[config.mk]
export PLATFORM = sky130hd
export DESIGN_NAME = sbox_share_sched
export DESIGN_NICKNAME = d
export VERILOG_FILES = /design/src/rtl/sbox_share_sched.sv
export SDC_FILE = /design/constraint.sdc
export NUM_CORES = 1
export LEC_CHECK = 0
export BUFFER_PORTS_ARGS = -buffer_cell sky130_fd_sc_hd__buf_2
export CAP_MARGIN = 20
export CORE_MARGIN = 2
export CORE_UTILIZATION = 59
export CTS_BUF_LIST = sky130_fd_sc_hd__clkbuf_8
export DETAILED_ROUTE_END_ITERATION = 6
export PLACE_DENSITY = 0.88
export SLEW_MARGIN = 10
export SYNTH_ARGS = -nofsm -noshare
export SYNTH_HDL_FRONTEND = slang
export SYNTH_SLANG_ARGS = --single-unit
[constraint.sdc]
create_clock -name clk -period 6.84 [get_ports clk]
set_clock_uncertainty 0.15 [all_clocks]
set_input_delay 0.684 -clock clk [delete_from_list [all_inputs] [get_ports clk]]
set_output_delay 0.684 -clock clk [all_outputs]
set_load 0.01 [all_outputs]
[src/rtl/sbox_share_sched.sv]
// Time-multiplexes one shared AES S-box between SubBytes (16 bytes) and SubWord (4 bytes) jobs.
// Optional RotWord on SubWord accept is enabled by defining SBOX_SHARE_SCHED_ROTWORD_EN.
module sbox_share_sched #(
  parameter int KEY_PRIO = 0
) (
  input  logic         clk,
  input  logic         rst_n,
  input  logic         sb_in_valid,
  output logic         sb_in_ready,
  input  logic [127:0] sb_in_data,
  output logic         sb_out_valid,
  input  logic         sb_out_ready,
  output logic [127:0] sb_out_data,
  input  logic         sw_in_valid,
  output logic         sw_in_ready,
  input  logic [31:0]  sw_in_data,
  output logic         sw_out_valid,
  input  logic         sw_out_ready,
  output logic [31:0]  sw_out_data,
  output logic [7:0]   sbox_in,
  input  logic [7:0]   sbox_out,
  output logic         busy,
  output logic         active_id
);

  typedef enum logic [1:0] {IDLE = 2'd0, RUN_SB = 2'd1, RUN_SW = 2'd2} state_t;

  state_t       state, state_nxt;
  logic [3:0]   cnt;
  logic [127:0] work, sb_res;
  logic [31:0]  sw_res, sw_word;
  logic         sb_ov, sw_ov, act;
  logic         sb_elig, sw_elig, grant_sw, sb_acc, sw_acc, last_byte;

`ifdef SBOX_SHARE_SCHED_ROTWORD_EN
  assign sw_word = {sw_in_data[23:0], sw_in_data[31:24]};
`else
  assign sw_word = sw_in_data;
`endif

  always_comb begin
    sb_elig   = sb_in_valid & ~sb_ov;
    sw_elig   = sw_in_valid & ~sw_ov;
    // On a tie SW wins under strict priority, or when SB held the last grant.
    grant_sw  = sw_elig & (~sb_elig | (KEY_PRIO != 0) | ~act);
    sb_acc    = (state == IDLE) & sb_elig & ~grant_sw;
    sw_acc    = (state == IDLE) & grant_sw;
    last_byte = ((state == RUN_SB) & (cnt == 4'd15)) |
                ((state == RUN_SW) & (cnt == 4'd3));
  end

  always_ff @(posedge clk or negedge rst_n) begin
    if (!rst_n) state <= IDLE;
    else        state <= state_nxt;
  end

  always_comb begin
    state_nxt = state;
    case (state)
      IDLE:           if (sw_acc) state_nxt = RUN_SW;
                      else if (sb_acc) state_nxt = RUN_SB;
      RUN_SB, RUN_SW: if (last_byte) state_nxt = IDLE;
      default:        state_nxt = IDLE;
    endcase
  end

  always_comb begin
    busy        = (state != IDLE);
    sb_in_ready = sb_acc;
    sw_in_ready = sw_acc;
    sbox_in     = 8'h00;
    if (state != IDLE) sbox_in = work[{cnt, 3'b000} +: 8];
  end

  always_ff @(posedge clk or negedge rst_n) begin
    if (!rst_n) begin
      cnt    <= '0;
      work   <= '0;
      sb_res <= '0;
      sw_res <= '0;
      sb_ov  <= 1'b0;
      sw_ov  <= 1'b0;
      act    <= 1'b0;
    end else begin
      if (sb_acc || sw_acc || last_byte) cnt <= '0;
      else if (state != IDLE)            cnt <= cnt + 4'd1;

      if (sb_acc) begin
        work <= sb_in_data;
        act  <= 1'b0;
      end else if (sw_acc) begin
        work <= {96'd0, sw_word};
        act  <= 1'b1;
      end

      // Result bytes land in place, so out_data is frozen once the job ends.
      if (state == RUN_SB) sb_res[{cnt, 3'b000} +: 8] <= sbox_out;
      if (state == RUN_SW) sw_res[{cnt[1:0], 3'b000} +: 8] <= sbox_out;

      if ((state == RUN_SB) && last_byte) sb_ov <= 1'b1;
      else if (sb_out_ready)              sb_ov <= 1'b0;

      if ((state == RUN_SW) && last_byte) sw_ov <= 1'b1;
      else if (sw_out_ready)              sw_ov <= 1'b0;
    end
  end

  assign sb_out_valid = sb_ov;
  assign sw_out_valid = sw_ov;
  assign sb_out_data  = sb_res;
  assign sw_out_data  = sw_res;
  assign active_id    = act;

endmodule

# Yosys cells after proc, flatten, opt, wreduce, memory -nomap -nowiden
# Cells that the tools add are included.
word_totals:
  ff_bits: 297
  in_bits: 174
  out_inout_bits: 174
op_classes:
  add_sub_neg: 3
  eq_ne: 6
  shifts: 5
  mux: 17
  bitwise_logic: 15
  reduce_logical: 12
op_table:
  columns: ["op", "count"]
  rows:
  - ["$mux 128", 2]
  - ["$bwmux 128", 1]
  - ["$shift 8x9->128 const A", 1]
  - ["$shiftx 128x8->8", 1]
  - ["$shiftx 8x9->128", 1]
  - ["$bwmux 32", 1]
  - ["$shift 8x7->32 const A", 1]
  - ["$shiftx 8x7->32", 1]
  - ["$reduce_bool 2->1", 5]
  - ["$neg 7->9", 1]
  - ["$and 1x1->1", 8]
  - ["$mux 4", 2]
  - ["$mux 8", 1]
  - ["$neg 5->7", 1]
  - ["$mux 1", 6]
  - ["$mux 2", 3]
  - ["$not 1->1", 5]
  - ["$add 4x1->4 const B", 1]
  - ["$eq 4x2->1 const B", 1]
  - ["$eq 4x4->1 const B", 1]
  - ["$pmux 2 s2", 1]
  - ["$ne 3x3->1 const B", 1]
  - ["$eq 2x1->1 const B", 1]
  - ["$eq 2x2->1 const B", 1]
  - ["7 further kinds", 10]

# Longest topological paths before layout
# Gate-level depths: netlist of the first run.
depth:
  word_depth: 10
  depth_mapped: 11

# Worst setup path before layout of the first run
# Ideal clock, no wire load.
synth_timing:
  path_type: "register to register"
  start: "reg cnt[1]"
  end: "reg sb_res[112], in the netlist sb_out_data[112]"
  setup_ns: 0.125
  arrival_ns: 2.843
  required_ns: 6.565
  path_slack_ns: 3.722
  path_stages_with_launch: 11
  n_path_buf: 4
  period_less_slack_ns: 3.118
  path_cell_list: "dfrtp_1 -> buf_6 -> buf_2 -> buf_1 -> inv_2 -> ha_1 -> buf_2 -> nor2_1 -> a21boi_4 -> nor4b_4 -> mux2_2"
synth_via:
  elab_chain_len: 3
  elab_cells_between_ends: 4
synth_lines:
  columns: ["element", "line", "rtl"]
  rows:
  - ["start, declared", "29", "logic [3:0] cnt;"]
  - ["start signal, assigned", "86", "else if (state != IDLE) cnt <= cnt + 4'd1;"]
  - ["$neg 7->9 *", "97", "if (state == RUN_SB) sb_res[{cnt, 3'b000} +: 8] <= sbox_out;"]
  - ["$shiftx 8x9->128 or $shift 8x9->128 (tied branches)", "97", null]
  - ["$bwmux 128 *", "97", null]
  - ["end signal, assigned by index", "97", null]
  - ["end, declared", "30", "logic [127:0] work, sb_res;"]
# Every way passes the cells marked *; elsewhere a longest branch is shown, timed or not.
# A chain may end at the register's enable or synchronous reset.

# Worst setup path in the final report of the first run
layout_timing:
  start: "reg cnt[0]"
  end: "out sbox_in[4]"
layout_via:
  elab_chain_len: 2
layout_lines:
  columns: ["element", "line", "rtl"]
  rows:
  - ["$shiftx 128x8->8", "72", "if (state != IDLE) sbox_in = work[{cnt, 3'b000} +: 8];"]
  - ["$mux 8", "72", null]
  - ["end, declared", "20", "output logic [7:0] sbox_in,"]
# Every way passes these cells.

==> results.ini, run 1 <==
[status]
outcome = finished, final reports clean

[timing]
clock.fmax_mhz = 266
worst_pin_slew_ps = 1080
drv_slew = 0
finalHoldViolations = 0
fin_crit_ps = 3750
final.period_utilization_pct = 54.9
setup_tns_ps = 0
holdWs_ps = 69.1
setup_viol = 0
slew-limit-headroom_pct = 27.7
worst_slack_ps = 3090
rsz0062_at_grt = no

[yosys]
synth_top_area_share_pct = 58.5
synth_seq_cells = 297
ys.warnings.count = 0
synth_cell_type_count = 51
synthTopCellsByArea = dfrtp_1, mux2_2, a22o_1
synth.avg_cell_area_um2 = 13.6
ys.flop_type = dfrtp_1
synth_top_cell_by_area = dfrtp_1
syn-cell-area_um2 = 12700
synth-edff-count = 0
seq_area_frac_synth_pct = 58.5
async_flop_share_pct = 100
syn-instance-count = 936
synth_fp_nets = 1118

[worst_setup_path]
slowest_delay_ps = 990
critical_path_class = reg -> out
crit_arrival_ps = 2920
end_kind = primary output
rr_startpoint = cnt[0]$_DFFE_PN0P_
crit_path_start = cnt[0]$_DFFE_PN0P_
worstPathMaxFanout = 52
path_cells = mux4_2 -> a22o_1 -> a221o_1 -> buf_2
required_ps = 6010
regToRegSetupSlack_ps = 3160
crit_slowest_cell = dfrtp_4
cp-start-kind = flip-flop

[placed_design]
hpwlAfterDp_um = 23800
portBuffers = 347
dpl_worst_slack_ps = 3190
gp_congestion = 0.887

[clock_network]
cts_buffers = 44
clk_path_buf_depth = 3
clkSinkCount = 297
clkTransAtPathRegs_ps = 60
htreeDepth = 2
cts-hold-fix-buffers = 0
root_buffer = clkbuf_8
clk_latency_ps = 540
cts_tree = done
post_cts_buffers = 0
cts_resized = 0

[min_path]
hp-class = in -> async

[pwr]
leakage_nw = 8.14
power_density_nw_per_um2 = 418
ir_worst_vdd_uv = 234

[finish]
fillerInstances = 1382
area_growth_syn_to_layout_pct = 21.9
drive_above_1_share_pct = 46.3
finalNetCount = 1452
regArea_um2 = 7440
multi_input_area_um2 = 4990

[flow_run]
maxCapViolCount = 0

[floorplanning]
rows = 53
coreArea_um2 = 21100
die_h_um = 151
start_util_pct = 60.3
die_x_um = 151
die-area_um2 = 22700
num_io_pins = 348

[grt]
met3_usage_pct = 7.35
busiest_layer = met2
grt_max_degree = 160
antenna_found_initial = 1
use_met1_pct = 38.7
grt_pass1_vias = 9299
grt_overflow = 0
use_met2_pct = 48.7
grt_usage_pct = 29.9
grt_pass1_wl_um = 51700

[detailed_routing]
first_pass_iters = 5
wire_per_inst_um = 21.6
wirelength_um = 34000
vias_per_cell = 5.99
vias = 9453
drc_errors = 0
antenna_left = 0
drt_iter0_markers = 638

-- final cells by class --
type	count	share of cell area, %
repair buffers	354	11.7
inverters	9	0.218
well taps	275	2.22
clock inverters	21	0.589
multi-input cells	564	32.2
flip-flops and latches	297	48.0
diodes	1	0.0161
clock buffers	57	5.06
-- cell families (layout without fill, tap and decap cells) --
kind of cell             Yosys count  in the layout  synth area share [%]
flip-flops                       297            297                  58.5
AO/OA/AOI/OAI                    198            198                  12.7
AND/OR/NAND/NOR                  184            184                  7.30
multiplexers                     173            173                  18.2
buffers and inverters             75            441                  2.47
adder cells (fa/ha/maj)            8              8                 0.787
XOR/XNOR                           1              1                0.0689
other                              0              1                     0
-- cell usage after synthesis, types with 3 or more instances --
| master | count |
|---|---|
| a22o_1 | 117 |
| o22ai_1 | 6 |
| o21ai_0 | 21 |
| inv_1 | 8 |
| buf_1 | 4 |
| a22oi_1 | 35 |
| or2_2 | 5 |
| mux2i_1 | 16 |
| dfrtp_1 | 297 |
| nor3_2 | 3 |
| buf_2 | 11 |
| and3_1 | 11 |
| a221o_1 | 3 |
| nand2_1 | 113 |
| mux2_2 | 110 |
| clkbuf_1 | 47 |
| mux4_2 | 29 |
| nor2b_1 | 6 |
| nor2_1 | 10 |
| a21oi_1 | 7 |
| and2_1 | 11 |
| buf_4 | 3 |
| nor3_1 | 3 |
| mux2_4 | 16 |
| nor2_2 | 4 |
| ha_1 | 8 |
-- per-layer routing --
| metal | share of wire (%) | routed length (um) |
|---|---|---|
| met1 | 39 | 13300 |
| met2 | 48 | 16500 |
| met3 | 8.6 | 2940 |
| met4 | 3.8 | 1290 |
| met5 | 0 | 0 |
-- state kept, by name, summed over array words and instances (netlist names) --
signal,flops
sw_out_valid,1
active_id,1
sw_out_data,32
sb_out_data,128
work,128
state,2
sb_out_valid,1
cnt,4
-- worst paths after layout --
kind	cells after the start	endpoint
hold reg to reg	2	work[17]$_DFFE_PN0P_
setup reg to reg	6	sb_out_data[69]$_DFFE_PN0P_
hold / removal	1	sb_out_data[110]$_DFFE_PN0P_
setup / recovery	4	sbox_in[4]
min in group clk	2	sb_out_valid$_DFFE_PN0P_
max in group asynchronous	2	cnt[0]$_DFFE_PN0P_
-- worst max-delay path, delay by kind of cell (launching register included) --
kind | cells | cell delay (ps)
DFF | 1 | 990
buffers and inverters | 1 | 150
muxes | 1 | 650
AOI/OAI and AO/OA | 2 | 540
-- per-stage QoR --
stage / cells / util, % / power [mW] / instance area (um^2)
6_report: 1578 / 73.5 / 6.47 / 15500
5_1_grt: 1578 / 73.5 / 6.83 / 15500
3_5_place_dp: 1499 / 69.3 / 5.07 / 14600
2_1_floorplan: 936 / - / 4.22 / 12700
3_3_place_gp: 1499 / 69.3 / 4.97 / 14600
4_1_cts: 1577 / 73.5 / 6.48 / 15500
-- placed cells by master, fill, tap and decap left out, types with 3 or more instances in the layout --
cell      instances
a21oi_1           5
a221o_1           3
mux2_4           16
mux4_2           29
clkinv_2          6
a22o_1          117
nand2_1         113
ha_1              8
nor3_2            3
a22oi_1          35
and3_1           11
buf_4             6
inv_1            22
nor2_1           10
buf_2           346
and2_1           11
nor2b_1           6
o21ai_0          20
dfrtp_1         295
clkbuf_8         57
mux2i_1          16
nor3_1            3
or2_2             5
o22ai_1           6
mux2_2          110
nor2_2            4
-- where the power goes --
group	switching, mW	internal (mW)
registers	0.455	2.38
clock network	0.662	0.747
logic	1.18	1.05
total	2.29	4.18
(Power assumes the default switching activity.)
==> inputs of run 2 (changes only) <==
- CORE_UTILIZATION: 59 -> 54
- PLACE_DENSITY: 0.88 -> 0.82
- clock period: 6.84 -> 3.55 ns (I/O delays scaled with it)
==> results.ini, run 2 (same netlist as run 1, synthesis figures left out) <==
[clock_network]
cts_buffers = 47
root_buffer = clkbuf_8
post_cts_buffers = 0
clk_latency_ps = 560
clkTransAtPathRegs_ps = 60
clkSinkCount = 297
cts_resized = 0
clk_path_buf_depth = 3
cts-hold-fix-buffers = 163
htreeDepth = 2
cts_tree = done

[floorplanning]
die_h_um = 157
die_x_um = 157
num_io_pins = 348
rows = 56
start_util_pct = 54.6
coreArea_um2 = 23300
die-area_um2 = 24800

[finish]
finalNetCount = 1627
final_util_pct = 74.7
final_cell_mix = buf_2, dfrtp_1, dlygate4sd3_1, a22o_1, nand2_1
layout_commonest_cell = buf_2
final_area_um2 = 17400
area_growth_syn_to_layout_pct = 36.7
drive_above_1_share_pct = 41.6
fin_cells = 1796

[grt]
grt_overflow = 0
antenna_found_initial = 1
grt_usage_pct = 32.7
grt_max_degree = 129
grt_pass1_vias = 11000
met3_usage_pct = 6.47
use_met2_pct = 54.9
use_met1_pct = 41.3
grt_pass1_wl_um = 62100
busiest_layer = met2

[pwr]
power_density_nw_per_um2 = 762
p_sw_mw = 4.75
p_int_mw = 8.50
leakage_nw = 8.86
p_clk_share_pct = 22.1
ir_worst_vdd_uv = 489
p_sw_share_pct = 35.9
pwr-share-seq_pct = 40.7
p_comb_share_pct = 37.2

[timing]
slew-limit-headroom_pct = 36.1
finalHoldViolations = 0
worst_slack_ps = 354
clock.fmax_mhz = 313
final.period_utilization_pct = 90.0
setup_tns_ps = 0
rsz0062_at_grt = no
setup_viol = 0
worst_pin_slew_ps = 951
fin_crit_ps = 3200
drv_slew = 0

[detailed_routing]
vias_per_cell = 5.86
wirelength_um = 40400
first_pass_iters = 5
antenna_left = 0
drt_iter0_markers = 899
vias = 10500
drc_errors = 0
wire_per_inst_um = 22.5

[worst_setup_path]
critical_path_class = reg -> out
reg2reg_depth = 8
crit_arrival_ps = 2690
worstPathMaxFanout = 27
required_ps = 3040
end_kind = primary output
cp-start-kind = flip-flop

[min_path]
hp-class = in -> reg
hold_path_depth = 3

[placed_design]
placed_cell_area_um2 = 14800
portBuffers = 347
hpwlAfterDp_um = 24500
dp_cells = 1552
dpl_worst_slack_ps = 616
gp_congestion = 0.830

[flow_run]
maxCapViolCount = 0

[status]
outcome = finished, final reports clean

[run 2: metal layers]
metal	part of all wire, %	routed length [um]
met5	0	0
met4	4.5	1800
met3	8.2	3290
met2	49	19900
met1	38	15400
[run 2: power groups by stage]
stage | registers (mW) | clock network [mW] | logic [mW]
after floorplan | 5.34 | 0 | 2.79
after global placement | 5.28 | 0 | 4.41
after detailed placement | 5.34 | 0 | 4.53
after CTS | 5.30 | 2.93 | 4.81
after global routing | 5.49 | 3.10 | 5.31
final | 5.40 | 2.92 | 4.93
[run 2: critical path, cell delays in order (launching register included)]
cell	delay [ps]
dfrtp_2	810
buf_4	360
mux4_2	390
mux2i_1	240
o22ai_1	160
buf_2	170
[run 2: worst paths after layout]
path,start,endpoint,slack [ps]
worst max-delay path,cnt[2]$_DFFE_PN0P_,sbox_in[2],350
worst min-delay path,sbox_out[2],sw_out_data[26]$_DFFE_PN0P_,80
worst max register to register,state[1]$_DFFE_PN0P_,work[2]$_DFFE_PN0P_,390
worst min register to register,sw_out_data[8]$_DFFE_PN0P_,sw_out_data[8]$_DFFE_PN0P_,330
max in group asynchronous,rst_n,sb_out_data[75]$_DFFE_PN0P_,2080
min in group asynchronous,rst_n,sb_out_data[95]$_DFFE_PN0P_,270
[run 2: area by class of cell]
type	count	area, um^2
clock buffer	60	826
multi-input combinational	564	5000
antenna	1	2.50
tap	319	399
fill	1452	5880
timing repair buffer	526	3570
inverter	9	33.8
sequential	297	7440
clock inverter	20	113
[run 2: metrics by stage]
step / power, mW / hold WS, ps
5_1_grt: 13.9 / 92.1
6_report: 13.3 / 77.3
3_3_place_gp: 9.69 / 275
4_1_cts: 13.0 / 46.3
3_5_place_dp: 9.86 / 283
2_1_floorplan: 8.14 / -90.6
==> inputs of run 3 (changes only) <==
- CORE_MARGIN: 2 -> 10
- CORE_UTILIZATION: 54 -> 45
- PLACE_DENSITY: 0.82 -> 0.7
==> results.ini, run 3 (same netlist as run 1, synthesis figures left out) <==
[clock_network]
cts_buffers = 48
clk_latency_ps = 560
root_buffer = clkbuf_8
cts_tree = done
clkSinkCount = 297
htreeDepth = 2
post_cts_buffers = 0
clk_path_buf_depth = 3
clkTransAtPathRegs_ps = 60
cts_resized = 0

[worst_setup_path]
worstPathMaxFanout = 37
required_ps = 3040
reg2reg_depth = 6
end_kind = primary output
cp-start-kind = flip-flop
critical_path_class = reg -> out
crit_arrival_ps = 2850

[finish]
area_growth_syn_to_layout_pct = 37.7
final_cell_mix = buf_2, dfrtp_1, dlygate4sd3_1, a22o_1, nand2_1
fin_cells = 1872
finalNetCount = 1635
fillerInstances = 2078
final_area_um2 = 17500
layout_commonest_cell = buf_2
final_util_pct = 62.9
multi_input_area_um2 = 5000
drive_above_1_share_pct = 41.8
regArea_um2 = 7440

[pwr]
power_density_nw_per_um2 = 753
p_comb_share_pct = 37.2
p_sw_share_pct = 35.5
leakage_nw = 8.91
p_int_mw = 8.50
pwr-share-seq_pct = 40.8
p_clk_share_pct = 22.0
ir_worst_vdd_uv = 417
p_sw_mw = 4.68
power_mw = 13.2

[detailed_routing]
antenna_left = 0
vias = 10200
drt_iter0_markers = 883
vias_per_cell = 5.47
first_pass_iters = 7
drc_errors = 0
wire_per_inst_um = 22.4
wirelength_um = 41900

[timing]
finalHoldViolations = 0
final.period_utilization_pct = 94.6
holdWs_ps = 86.0
clock.fmax_mhz = 298
drv_slew = 0
worst_slack_ps = 191
slew-limit-headroom_pct = 36.4
rsz0062_at_grt = no
worst_pin_slew_ps = 954
setup_tns_ps = 0
setup_viol = 0
fin_crit_ps = 3360

[placed_design]
placed_cell_area_um2 = 14900
dpl_worst_slack_ps = 620
hpwlAfterDp_um = 28100
gp_congestion = 0.810
dp_cells = 1618
portBuffers = 347

[grt]
grt_max_degree = 82
grt_pass1_vias = 11100
grt_usage_pct = 23.1
grt_pass1_wl_um = 65300
grt_overflow = 0
antenna_found_initial = 7

[floorplanning]
die-area_um2 = 35400
num_io_pins = 348
coreArea_um2 = 27900
rows = 61
die_h_um = 188
start_util_pct = 45.6
die_x_um = 188

[flow_run]
maxCapViolCount = 0

[status]
outcome = finished, final reports clean

[min_path]
hold_path_depth = 3
hp-class = in -> reg

run 3: cell count changes in the layout (fill, tap and decap cells not counted), moves of 2 or more:
cell / previous run / this run
buf_12: 6 / 4
buf_4: 10 / 19
diode_2: 1 / 8
inv_1: 23 / 26
run 3: power groups by stage:
| stage | combinational [mW] | clock (mW) | sequential, mW |
|---|---|---|---|
| 6_report | 4.90 | 2.91 | 5.37 |
| 5_1_grt | 5.32 | 3.11 | 5.49 |
| 4_1_cts | 4.86 | 2.96 | 5.34 |
| 3_5_place_dp | 4.59 | 0 | 5.38 |
| 3_3_place_gp | 4.50 | 0 | 5.34 |
| 2_1_floorplan | 2.79 | 0 | 5.34 |
run 3: worst paths after layout:
path	start	to	slack (ps)
hold / removal	sbox_out[6]	sw_out_data[30]$_DFFE_PN0P_	90
hold reg to reg	work[27]$_DFFE_PN0P_	work[27]$_DFFE_PN0P_	320
min in group asynchronous	rst_n	sb_out_data[25]$_DFFE_PN0P_	240
setup reg to reg	cnt[0]$_DFFE_PN0P_	sb_out_data[54]$_DFFE_PN0P_	610
max in group asynchronous	rst_n	work[53]$_DFFE_PN0P_	2130
setup / recovery	cnt[2]$_DFFE_PN0P_	sbox_in[1]	190
run 3: critical path, cell delays in order, from the launching register on:
cell and delay [ps]:
dfrtp_2 990, and2_1 360, a22oi_1 140, a22o_1 250, a221o_1 380, buf_2 170
run 3: metal layers:
layer	global-route usage [%]	vias up	wire length (um)
met2	38.6	488	20300
met3	6.86	74	3450
met4	7.69	0	1110
met1	28.0	5180	17000
met5	0	-	0
li1	-	4505	-
run 3: layout make-up:
cell class | count | share of cell area, %
well taps | 378 | 2.70
diodes | 8 | 0.114
repair buffers | 533 | 20.6
clock buffers | 59 | 4.64
flip-flops and latches | 297 | 42.5
inverters | 9 | 0.193
multi-input cells | 564 | 28.5
clock inverters | 24 | 0.772
run 3: timing repair:
action / 4_1_cts / 5_1_grt
hold buffers: 163 / 0
endpoints found under the hold margin: 205 / 0
endpoints found under the setup margin: 0 / 0
